File: src/rtl/ahb_pkg.sv
// AHB-Lite encodings shared by the master-port arbiter and its bench.
package ahb_pkg;

    localparam logic [1:0] HTRANS_IDLE   = 2'b00;
    localparam logic [1:0] HTRANS_BUSY   = 2'b01;
    localparam logic [1:0] HTRANS_NONSEQ = 2'b10;
    localparam logic [1:0] HTRANS_SEQ    = 2'b11;

    localparam logic [2:0] HSIZE_BYTE = 3'b000;
    localparam logic [2:0] HSIZE_HALF = 3'b001;
    localparam logic [2:0] HSIZE_WORD = 3'b010;

    localparam logic HRESP_OKAY  = 1'b0;
    localparam logic HRESP_ERROR = 1'b1;

endpackage

File: src/rtl/ahb_rr_arbiter.sv
// Combinational round-robin pick: first active request after ptr_i, wrapping.
module ahb_rr_arbiter #(
    parameter int NREQ = 2,
    parameter int IW   = $clog2(NREQ)
) (
    input  logic [NREQ-1:0] req_i,
    input  logic [IW-1:0]   ptr_i,
    input  logic            en_i,
    output logic [NREQ-1:0] grant_o,
    output logic [IW-1:0]   idx_o
);

    logic          found;
    logic [IW-1:0] cand;

    // NOTE: every variable assigned in always_comb gets a default first so no latch is inferred.
    always_comb begin
        grant_o = '0;
        idx_o   = '0;
        found   = 1'b0;
        cand    = '0;
        for (int k = 1; k <= NREQ; k++) begin
            cand = IW'((int'(ptr_i) + k) % NREQ);
            if (en_i && !found && req_i[cand]) begin
                found         = 1'b1;
                grant_o[cand] = 1'b1;
                idx_o         = cand;
            end
        end
    end

endmodule

File: src/rtl/ahb_master_arbiter.sv
// Shares one AHB-Lite master port among NREQ requesters with round-robin
// arbitration, pipelined address/data phases and two-cycle ERROR recovery.
module ahb_master_arbiter
    import ahb_pkg::*;
#(
    parameter int NREQ = 2,
    parameter int AW   = 32,
    parameter int DW   = 32
) (
    input  logic              hclk,
    input  logic              hreset,
    input  logic [NREQ-1:0]   req_valid,
    output logic [NREQ-1:0]   req_ready,
    input  logic [NREQ*AW-1:0] req_addr,
    input  logic [NREQ-1:0]   req_write,
    input  logic [NREQ*3-1:0] req_size,
    input  logic [NREQ*DW-1:0] req_wdata,
    output logic [NREQ-1:0]   rsp_valid,
    output logic [DW-1:0]     rsp_rdata,
    output logic              rsp_err,
    output logic [AW-1:0]     haddr,
    output logic [1:0]        htrans,
    output logic [2:0]        hsize,
    output logic              hwrite,
    output logic [DW-1:0]     hwdata,
    input  logic [DW-1:0]     hrdata,
    input  logic              hready,
    input  logic              hresp
);

    localparam int IW = (NREQ > 1) ? $clog2(NREQ) : 1;
    localparam logic [IW-1:0] PTR_RESET = IW'(NREQ - 1);

    logic [AW-1:0] haddr_q, haddr_d;
    logic [1:0]    htrans_q, htrans_d;
    logic [2:0]    hsize_q, hsize_d;
    logic          hwrite_q, hwrite_d;
    logic [DW-1:0] hwdata_q, hwdata_d;
    logic [DW-1:0] aph_wdata_q, aph_wdata_d;
    logic [IW-1:0] aph_owner_q, aph_owner_d;
    logic          dph_valid_q, dph_valid_d;
    logic [IW-1:0] dph_owner_q, dph_owner_d;
    logic          cancel_q, cancel_d;
    logic [IW-1:0] ptr_q, ptr_d;

    logic            arb_en;
    logic [NREQ-1:0] grant;
    logic [IW-1:0]   win_idx;

    // While a cancelled command waits to be re-driven the address slot is reserved.
    assign arb_en = hready && !cancel_q;

    ahb_rr_arbiter #(
        .NREQ (NREQ),
        .IW   (IW)
    ) u_arb (
        .req_i   (req_valid),
        .ptr_i   (ptr_q),
        .en_i    (arb_en),
        .grant_o (grant),
        .idx_o   (win_idx)
    );

    assign req_ready = grant;

    always_comb begin
        haddr_d     = haddr_q;
        htrans_d    = htrans_q;
        hsize_d     = hsize_q;
        hwrite_d    = hwrite_q;
        hwdata_d    = hwdata_q;
        aph_wdata_d = aph_wdata_q;
        aph_owner_d = aph_owner_q;
        dph_valid_d = dph_valid_q;
        dph_owner_d = dph_owner_q;
        cancel_d    = cancel_q;
        ptr_d       = ptr_q;

        if (hready) begin
            if (cancel_q) begin
                htrans_d = HTRANS_NONSEQ;
                cancel_d = 1'b0;
            end else if (|grant) begin
                haddr_d     = req_addr[win_idx*AW +: AW];
                hsize_d     = req_size[win_idx*3 +: 3];
                hwrite_d    = req_write[win_idx];
                aph_wdata_d = req_wdata[win_idx*DW +: DW];
                aph_owner_d = win_idx;
                htrans_d    = HTRANS_NONSEQ;
                ptr_d       = win_idx;
            end else begin
                htrans_d = HTRANS_IDLE;
            end

            if (htrans_q == HTRANS_NONSEQ) begin
                dph_valid_d = 1'b1;
                dph_owner_d = aph_owner_q;
                if (hwrite_q) begin
                    hwdata_d = aph_wdata_q;
                end
            end else begin
                dph_valid_d = 1'b0;
            end
        end else if (hresp == HRESP_ERROR && dph_valid_q && htrans_q == HTRANS_NONSEQ) begin
            // First ERROR cycle: withdraw the pending address, keep its contents for replay.
            htrans_d = HTRANS_IDLE;
            cancel_d = 1'b1;
        end
    end

    always_comb begin
        rsp_valid = '0;
        if (dph_valid_q && hready) begin
            rsp_valid[dph_owner_q] = 1'b1;
        end
    end

    assign rsp_err   = dph_valid_q && hready && hresp;
    assign rsp_rdata = hrdata;

    // NOTE: state registers use non-blocking assignments so all flops update together at the edge.
    always_ff @(posedge hclk or posedge hreset) begin
        if (hreset) begin
            haddr_q     <= '0;
            htrans_q    <= HTRANS_IDLE;
            hsize_q     <= '0;
            hwrite_q    <= 1'b0;
            hwdata_q    <= '0;
            aph_wdata_q <= '0;
            aph_owner_q <= '0;
            dph_valid_q <= 1'b0;
            dph_owner_q <= '0;
            cancel_q    <= 1'b0;
            ptr_q       <= PTR_RESET;
        end else begin
            haddr_q     <= haddr_d;
            htrans_q    <= htrans_d;
            hsize_q     <= hsize_d;
            hwrite_q    <= hwrite_d;
            hwdata_q    <= hwdata_d;
            aph_wdata_q <= aph_wdata_d;
            aph_owner_q <= aph_owner_d;
            dph_valid_q <= dph_valid_d;
            dph_owner_q <= dph_owner_d;
            cancel_q    <= cancel_d;
            ptr_q       <= ptr_d;
        end
    end

    assign haddr  = haddr_q;
    assign htrans = htrans_q;
    assign hsize  = hsize_q;
    assign hwrite = hwrite_q;
    assign hwdata = hwdata_q;

endmodule

File: config.mk
export PLATFORM = sky130hd
export DESIGN_NAME = ahb_master_arbiter
export DESIGN_NICKNAME = d
export VERILOG_FILES = /design/src/rtl/ahb_pkg.sv /design/src/rtl/ahb_rr_arbiter.sv /design/src/rtl/ahb_master_arbiter.sv
export SDC_FILE = /design/constraint.sdc
export NUM_CORES = 1
export LEC_CHECK = 0
export ABC_AREA = 1
export BUFFER_PORTS_ARGS = -buffer_cell sky130_fd_sc_hd__buf_2
export CORE_AREA = 3 3 112 114
export CTS_CLUSTER_SIZE = 16
export DETAILED_ROUTE_END_ITERATION = 12
export DIE_AREA = 0 0 115 117
export GPL_TIMING_DRIVEN = 0
export PLACE_DENSITY = 0.9
export SLEW_MARGIN = 5
export SYNTH_ARGS = -nofsm -noshare
export SYNTH_HDL_FRONTEND = slang
export SYNTH_HIERARCHICAL = 1
export SYNTH_SLANG_ARGS = --single-unit
File: constraint.sdc
create_clock -name hclk -period 5.2 [get_ports hclk]
set_clock_uncertainty 0.1 [all_clocks]
set_input_delay 1.04 -clock hclk [delete_from_list [all_inputs] [get_ports hclk]]
set_output_delay 1.04 -clock hclk [all_outputs]
set_load 0.01 [all_outputs]
======== Yosys cells after proc, flatten, opt, wreduce, memory -nomap -nowiden ========
Index checks and enable logic that the tools add are counted.
W data, S select, Z words.
storage, ports and cells
  register bits after elaboration ......... 107
  output and inout bits ................... 107
cells by class
  shifts and indexed selects .............. 3
  multiplexer cells ....................... 25
  eq/ne operators ......................... 1
  bitwise gates (word level) .............. 2
  add/sub/neg operators ................... 2
  order comparisons ....................... 7
  reduce and logical (&&, ||, !) cells .... 18
  $mul .................................... 1
operators by type and width
  cell                   count
  $shiftx A64 B7 Y32     2
  $mux W1                15
  $mux W2                7
  $logic_and A1 B1 Y1    11
  $lt A1 B2 Y1 const B   4
  $reduce_and A3 Y1      2
  $shiftx A6 B4 Y3       1
  $demux W1 S1           3
  $ge A1 B1 Y1 const B   3
  $mul A1 B2 Y3 const B  1
  $add A1 B1 Y1 const B  2
  $eq A2 B2 Y1 const B   1
  $logic_not A1 Y1       2
  $or A2 B2 Y2           1
  $reduce_and A2 Y1      1
  $reduce_bool A2 Y1     1
  $reduce_or A2 Y1       1
  $not A1 Y1             1

======== Depth between registers and ports, before layout ========
Gate-level depths: netlist (run 1).
  word-level depth ........................ 13
  mapped depth ............................ 12
  gate-level depth less buffers ........... 9

======== Modules after synthesis ========
Netlist (run 1), hierarchy kept.
by module, submodules not included
  module              instances  cells an instance  sequential area each (um2)  area an instance (um2)
  ahb_master_arbiter  1          717                2653.8                      5170.0
  ahb_rr_arbiter      1          6                  0.0                         26.3

======== Worst setup path after synthesis (run 1) ========
No wires, ideal clock.
  kind .................................... input port to output port
  start point ............................. input port hready
  end point ............................... output port req_ready[1]
  cell stages on the path ................. 4
  arrival time ............................ 1562 ps
  buffers on the path ..................... 0
  setup slack ............................. 2498 ps
  cell sequence ........................... inv_1 nor2_2 nand2_1 a21oi_1
between the ends
  longest elaborated chain between the ends .. 7
RTL lines
  element                           line                      source
  from (decl)                       ahb_master_arbiter.sv:27  input logic hready,
  $logic_and A1 B1 Y1 (*)           ahb_master_arbiter.sv:51  assign arb_en = hready && !cancel_q;
  via arb_en                        ahb_master_arbiter.sv:46  logic arb_en;
  $logic_and A1 B1 Y1               ahb_rr_arbiter.sv:24      if (en_i && !found && req_i[cand]) begin
  $mux W1                           ahb_rr_arbiter.sv:24
  $logic_not A1 Y1                  ahb_rr_arbiter.sv:24
  $logic_and A1 B1 Y1 (2 in a row)  ahb_rr_arbiter.sv:24
  $mux W2 (*)                       ahb_rr_arbiter.sv:24
  to (decl)                         ahb_master_arbiter.sv:13  output logic [NREQ-1:0] req_ready,
The timed path passes the listed nets; every way through them passes the cells marked *.

======== Worst setup path in the final report (run 1) ========
Same ends and word-level chain as after synthesis.

==> results.json, run 1 <==
{
  "intPower_uw": 1789,
  "postCtsSetupBuffers": 0,
  "gp_congestion": 0.8235,
  "synth_flop_cell": "dfrtp_1",
  "irDropWorstVdd_mv": 0.1664,
  "relSlewSlack_pct": 59.95,
  "netlist_instances": 723,
  "slowest_delay_ps": 200,
  "layout-drive-gt1-share_pct": 33.03,
  "diodes": 0,
  "min_period_ps": 3037,
  "die-area_um2": 13460,
  "h-tree-depth": 3,
  "powerDensity_nw_per_um2": 399.5,
  "synth_top_cells_by_area": "dfrtp_1 51%, nand2_1 35%, buf_4 5.6%, o21ai_0 3.1%, buf_2 1.7%",
  "synth_mux_area_share_pct": 0,
  "fin_ws_ps": 2163,
  "antenna_found_initial": 1,
  "cpMostUsedCell": "buf_2",
  "finalCritPeriodShare_pct": 58.40,
  "yosysWarnings": 6,
  "yosys-top-cells-count": "486 x nand2_1, 105 x dfrtp_1, 39 x buf_4, 32 x o21ai_0, 18 x buf_2",
  "drc": 0,
  "power_uw": 2761,
  "place_ws_ps": 2170,
  "synth_cell_type_count": 14,
  "seq_power_share_pct": 45.3,
  "hp-start": "aph_wdata_q[12]",
  "grt_use_met1_pct": 26.93,
  "async_flop_share_pct": 100.0,
  "synthAdderAreaFrac_pct": 0,
  "fmax_mhz": 329.3,
  "timing.rr.start": "cancel_q",
  "mappedNetlistArea_um2": 5196,
  "root_buffer": "clkbuf_16",
  "die_w_um": 115,
  "ys_seq_elements": 106,
  "first_pass_iters": 4,
  "clk_latency_ps": 340,
  "combPwrFrac_pct": 31.9,
  "first_global_vias": 4716,
  "netSwitchingFraction_pct": 35.22,
  "vias": 5236,
  "synth_edf_count": 0,
  "busiest_layer": "met2",
  "routedWlPerCell_um": 13.29,
  "grtUsageTotal_pct": 21.57,
  "initial_core_util_pct": 45.12,
  "postRouteWirelength_um": 15020,
  "cts.sinks": 106,
  "yosysSeqAreaShare_pct": 51.07,
  "grt_overflow": 0,
  "numCtsBuffers": 9,
  "core_um2": 11520,
  "synth_area_per_cell_um2": 7.187,
  "critPathMaxFanout": 6,
  "p_leak_uw": 0.004274,
  "drt-initial-drc-count": 306,
  "synth-simple-area-share_pct": 36.17,
  "post_cts_resized": 0,
  "crit_path_start": "hready",
  "areaGrowthSynthToFinish_pct": 33.01,
  "status": "finished, final reports clean",
  "dieHeight_um": 117,
  "p_clk_share_pct": 22.9,
  "finalSetupViolCount": 0,
  "cp_cell_sequence": "buf_2 -> inv_1 -> nor2_2 -> nand2_1 -> a21oi_1 -> buf_2",
  "clkSlewWorstSetupHoldPaths_ps": 70,
  "io_pins": 281,
  "maxCapViolCount": 0,
  "worstPathArrival_ps": 1900,
  "cp-start-kind": "input pin",
  "cts_tree": "built",
  "slew_viol_final": 0,
  "worstMarginPinSlew_ps": 600.8,
  "use_met3_pct": 5.244,
  "synth_top_area_share_pct": 50.57,
  "synth_compound_area_share_pct": 3.660,
  "power_switching_uw": 972.4,
  "ctsHoldBuffers": 0,
  "rsz0062_at_grt": "no",
  "critPathKind": "input pin to output pin",
  "synth_xor_area_share_pct": 0,
  "ant_nets": 0,
  "cp-end-kind": "output pin",
  "routed_via_density": 4.634,
  "io_buffers": 247,
  "met2_usage_pct": 37.42,
  "clockBufferDepth": 2,
  "tns_ps": 0,
  "synth_most_common_cell": "nand2_1",
  "synth_nets": 897,
  "grt_max_degree": 60,
  "hold_path.class": "flop to flop",
  "crit_slowest_cell": "a21oi_1",
  "fin_nets": 1156,
  "required_ps": 4060,
  "fp-row-count": 39,
  "grt_pass1_wl_um": 22570,
  "yosysTopAreaCell": "dfrtp_1",
  "synth_top_family_by_area": "simple AND/OR/NAND/NOR gates",
  "detailed_place_hpwl_um": 11640,
  "final-hold-violation-count": 0
}
[cell type report]
cell class                 count  area (um2)
tap                          143       178.9
timing repair buffer         248        1264
multi-input combinational    537        2073
buffer                        71       435.4
clock buffer                  10       229.0
fill                        1062        4604
inverter                       9       36.28
sequential                   106        2654
clock inverter                 6       41.29
[kinds of logic (layout without fill, tap and decap cells)]
logic type,after synthesis,after routing
buf+inv,80,344
compound gates,38,38
other cells,1,1
flops,106,106
simple gates,498,498
[through the flow]
stage	cell area (um2)	hold WS (ps)	cells	util (%)
3_5_place_dp	6641	357.6	1114	57.67
4_1_cts	6912	373.2	1130	60.02
6_report	6912	372.4	1130	60.02
2_1_floorplan	5196	342.6	723	-
3_3_place_gp	6611	355.3	1113	57.41
5_1_grt	6912	391.0	1130	60.02
[registers in the layout, summed over array words and instances (netlist names)]
name / flops
cancel_q: 1
haddr: 32
ptr_q: 1
aph_wdata_q: 32
aph_owner_q: 1
hsize: 3
hwdata: 32
dph_valid_q: 1
htrans: 1
hwrite: 1
dph_owner_q: 1
[cell usage in the layout (no fill, tap or decap)]
master	n
a21oi_1	6
buf_16	1
nand3_1	2
o21ai_0	32
inv_6	1
inv_1	7
nand2_1	486
buf_2	265
conb_1	1
inv_2	1
clkbuf_16	9
clkinvlp_4	3
inv_4	1
buf_4	39
dfstp_2	1
clkinv_2	2
clkbuf_1	15
dfrtp_1	105
nor2_2	3
nor2_1	7
[power by group through the flow]
stage	registers, uW	clock network, uW	logic (uW)
2_1_floorplan	1340	0	393
3_3_place_gp	1250	0	860
3_5_place_dp	1260	0	897
4_1_cts	1250	641	896
5_1_grt	1280	676	988
6_report	1250	632	879
[worst paths after layout]
path	to	slack [ps]	cells past startpoint
max	req_ready[1]	2160	6
min reg2reg	hwdata[12]	370	2
max reg2reg	aph_wdata_q[27]	3250	9
min	hwdata[12]	370	2
min in group asynchronous	hwdata[22]	680	2
max in group asynchronous	haddr[10]	3620	3
[metal layers]
layer  vias to the layer above  routed length [um]
met5                         -                  13
met4                         2                 178
met3                        15                1165
met2                       192                7540
met1                      2360                6118
li1                       2667                   -
[critical path, delay by kind of cell]
family,cells,cell delay [ps]
compound gates,1,200
buf+inv,3,420
simple gates,2,240
(Power assumes the default switching activity.)
==> run 2, diff against run 1 <==
Clock period 5.2 ns to 3 ns, I/O delays scaled along.
==> run 2 against run 1 <==
Compared with the run above:
- utilization increased by 0.62 points
- final area increased by 1.0%
- non-clock buffer count increased by 1
- count of clock-buffer cells in the layout unchanged
- first-iteration DRC count increased by 0.65%
- hold slack got worse by 130 ps
- register-to-register slack got worse by 2200 ps
- total power increased by 80%
- sequential cell count unchanged
- sequential share of layout area decreased by 0.39 points
- critical endpoint unchanged
- largest cell class unchanged
==> results.json, run 2 (synthesized netlist as in run 1, its figures left out) <==
{
  "final-hold-violation-count": 0,
  "antenna_found_initial": 0,
  "core_um2": 11520,
  "rsz0062_at_grt": "no",
  "areaGrowthSynthToFinish_pct": 34.38,
  "cp-start-kind": "input pin",
  "tns_ps": 0,
  "routed_via_density": 4.577,
  "powerDensity_nw_per_um2": 710.2,
  "min_period_ps": 2151,
  "detailed_place_hpwl_um": 11720,
  "routedWlPerCell_um": 13.17,
  "crit_slowest_cell": "a21oi_1",
  "fp-row-count": 39,
  "drc": 0,
  "maxCapViolCount": 0,
  "place_inst": 1115,
  "numCtsBuffers": 9,
  "first_pass_iters": 4,
  "fin_util_pct": 60.64,
  "clkSlewWorstSetupHoldPaths_ps": 70,
  "first_global_vias": 4846,
  "irDropWorstVdd_mv": 0.2817,
  "met3_length_um": 1165,
  "wl_met1_um": 6109,
  "clk_latency_ps": 340,
  "ant_nets": 0,
  "stdcell_count": 1131,
  "io_pins": 281,
  "fin_nets": 1157,
  "highest_layer": "met4",
  "critPathMaxFanout": 6,
  "fmax_mhz": 464.9,
  "layout-drive-gt1-share_pct": 33.20,
  "finalSetupViolCount": 0,
  "drt-initial-drc-count": 308,
  "post_cts_resized": 0,
  "finalCritPeriodShare_pct": 71.70,
  "grt_pass1_wl_um": 23030,
  "io_buffers": 247,
  "clockBufferDepth": 2,
  "postRouteWirelength_um": 14900,
  "hold_path.class": "input pin to async pin",
  "dieHeight_um": 117,
  "grt_max_degree": 41,
  "wl_met2_um": 7507,
  "initial_core_util_pct": 45.12,
  "status": "finished, final reports clean",
  "design_area_um2": 6983,
  "cp-end-kind": "output pin",
  "cp_cell_sequence": "buf_2 -> inv_1 -> nor2_2 -> nand2_1 -> a21oi_1 -> buf_2",
  "root_buffer": "clkbuf_16",
  "grt_overflow": 0,
  "h-tree-depth": 3,
  "vias": 5177,
  "die-area_um2": 13460,
  "die_w_um": 115,
  "critPathKind": "input pin to output pin",
  "slowest_delay_ps": 210,
  "most-common-layout-cells": "486 x nand2_1, 265 x buf_2, 105 x dfrtp_1",
  "gp_congestion": 0.7911,
  "cpMostUsedCell": "buf_2",
  "whs_ps": 244.2,
  "final_common_cell": "nand2_1",
  "slew_viol_final": 0,
  "ctsHoldBuffers": 0,
  "relSlewSlack_pct": 57.81,
  "worstMarginPinSlew_ps": 631.4,
  "required_ps": 2300,
  "cts_tree": "built",
  "dpl_cell_area_um2": 6655,
  "grtUsageTotal_pct": 21.76,
  "cts.sinks": 106,
  "diodes": 0,
  "worstPathArrival_ps": 1450,
  "postCtsSetupBuffers": 0,
  "p_leak_uw": 0.004306
}
-- run 2: changes by cell type in the layout (fill, tap and decap cells not counted), sizes merged --
cell	change
clkinv	-1
bufinv	+2
inv	-1
buf	+1
-- run 2: metrics by stage --
stage	total power [uW]	setup WS, ps
after floorplan	3011	1027
after global placement	3658	347.7
after detailed placement	3721	578.2
after CTS	5010	835.8
after global routing	5309	724.1
final	4960	849.1
-- run 2: worst paths after layout --
path | startpoint | slack (ps) | cells past startpoint | endpoint
hold / removal | hreset | 240 | 2 | hwdata[15]
min in group hclk | aph_wdata_q[15] | 380 | 2 | hwdata[15]
setup / recovery | hready | 850 | 6 | req_ready[1]
max in group asynchronous | hreset | 1900 | 3 | ptr_q
hold reg to reg | aph_wdata_q[15] | 380 | 2 | hwdata[15]
setup reg to reg | cancel_q | 1020 | 9 | aph_wdata_q[17]
-- run 2: cell type report --
| type | count | area (um2) |
|---|---|---|
| Fill cell | 1049 | 4533 |
| Sequential cell | 106 | 2654 |
| Multi-Input combinational cell | 537 | 2073 |
| Timing Repair Buffer | 249 | 1276 |
| Buffer | 71 | 435.4 |
| Clock buffer | 10 | 239.0 |
| Tap cell | 143 | 178.9 |
| Clock inverter | 6 | 88.84 |
| Inverter | 9 | 37.54 |
-- run 2: report_power, final --
| group | internal [uW] | switching (uW) | total (uW) |
|---|---|---|---|
| clock | 756 | 528 | 1280 |
| combinational | 623 | 891 | 1510 |
| sequential | 1920 | 246 | 2160 |
| total | 3290 | 1660 | 4960 |
-- run 2: routing by layer --
metal	up-vias	track usage [%]
met2	179	38.43
met3	10	5.707
met5	-	0
li1	2669	-
met1	2319	26.90
met4	0	4.851
-- run 2: worst max-delay path: cells and delay by family --
family | cells | cell delay [ps]
buffers and inverters | 3 | 400
and+or+nand+nor | 2 | 240
AOI/OAI and AO/OA | 1 | 210
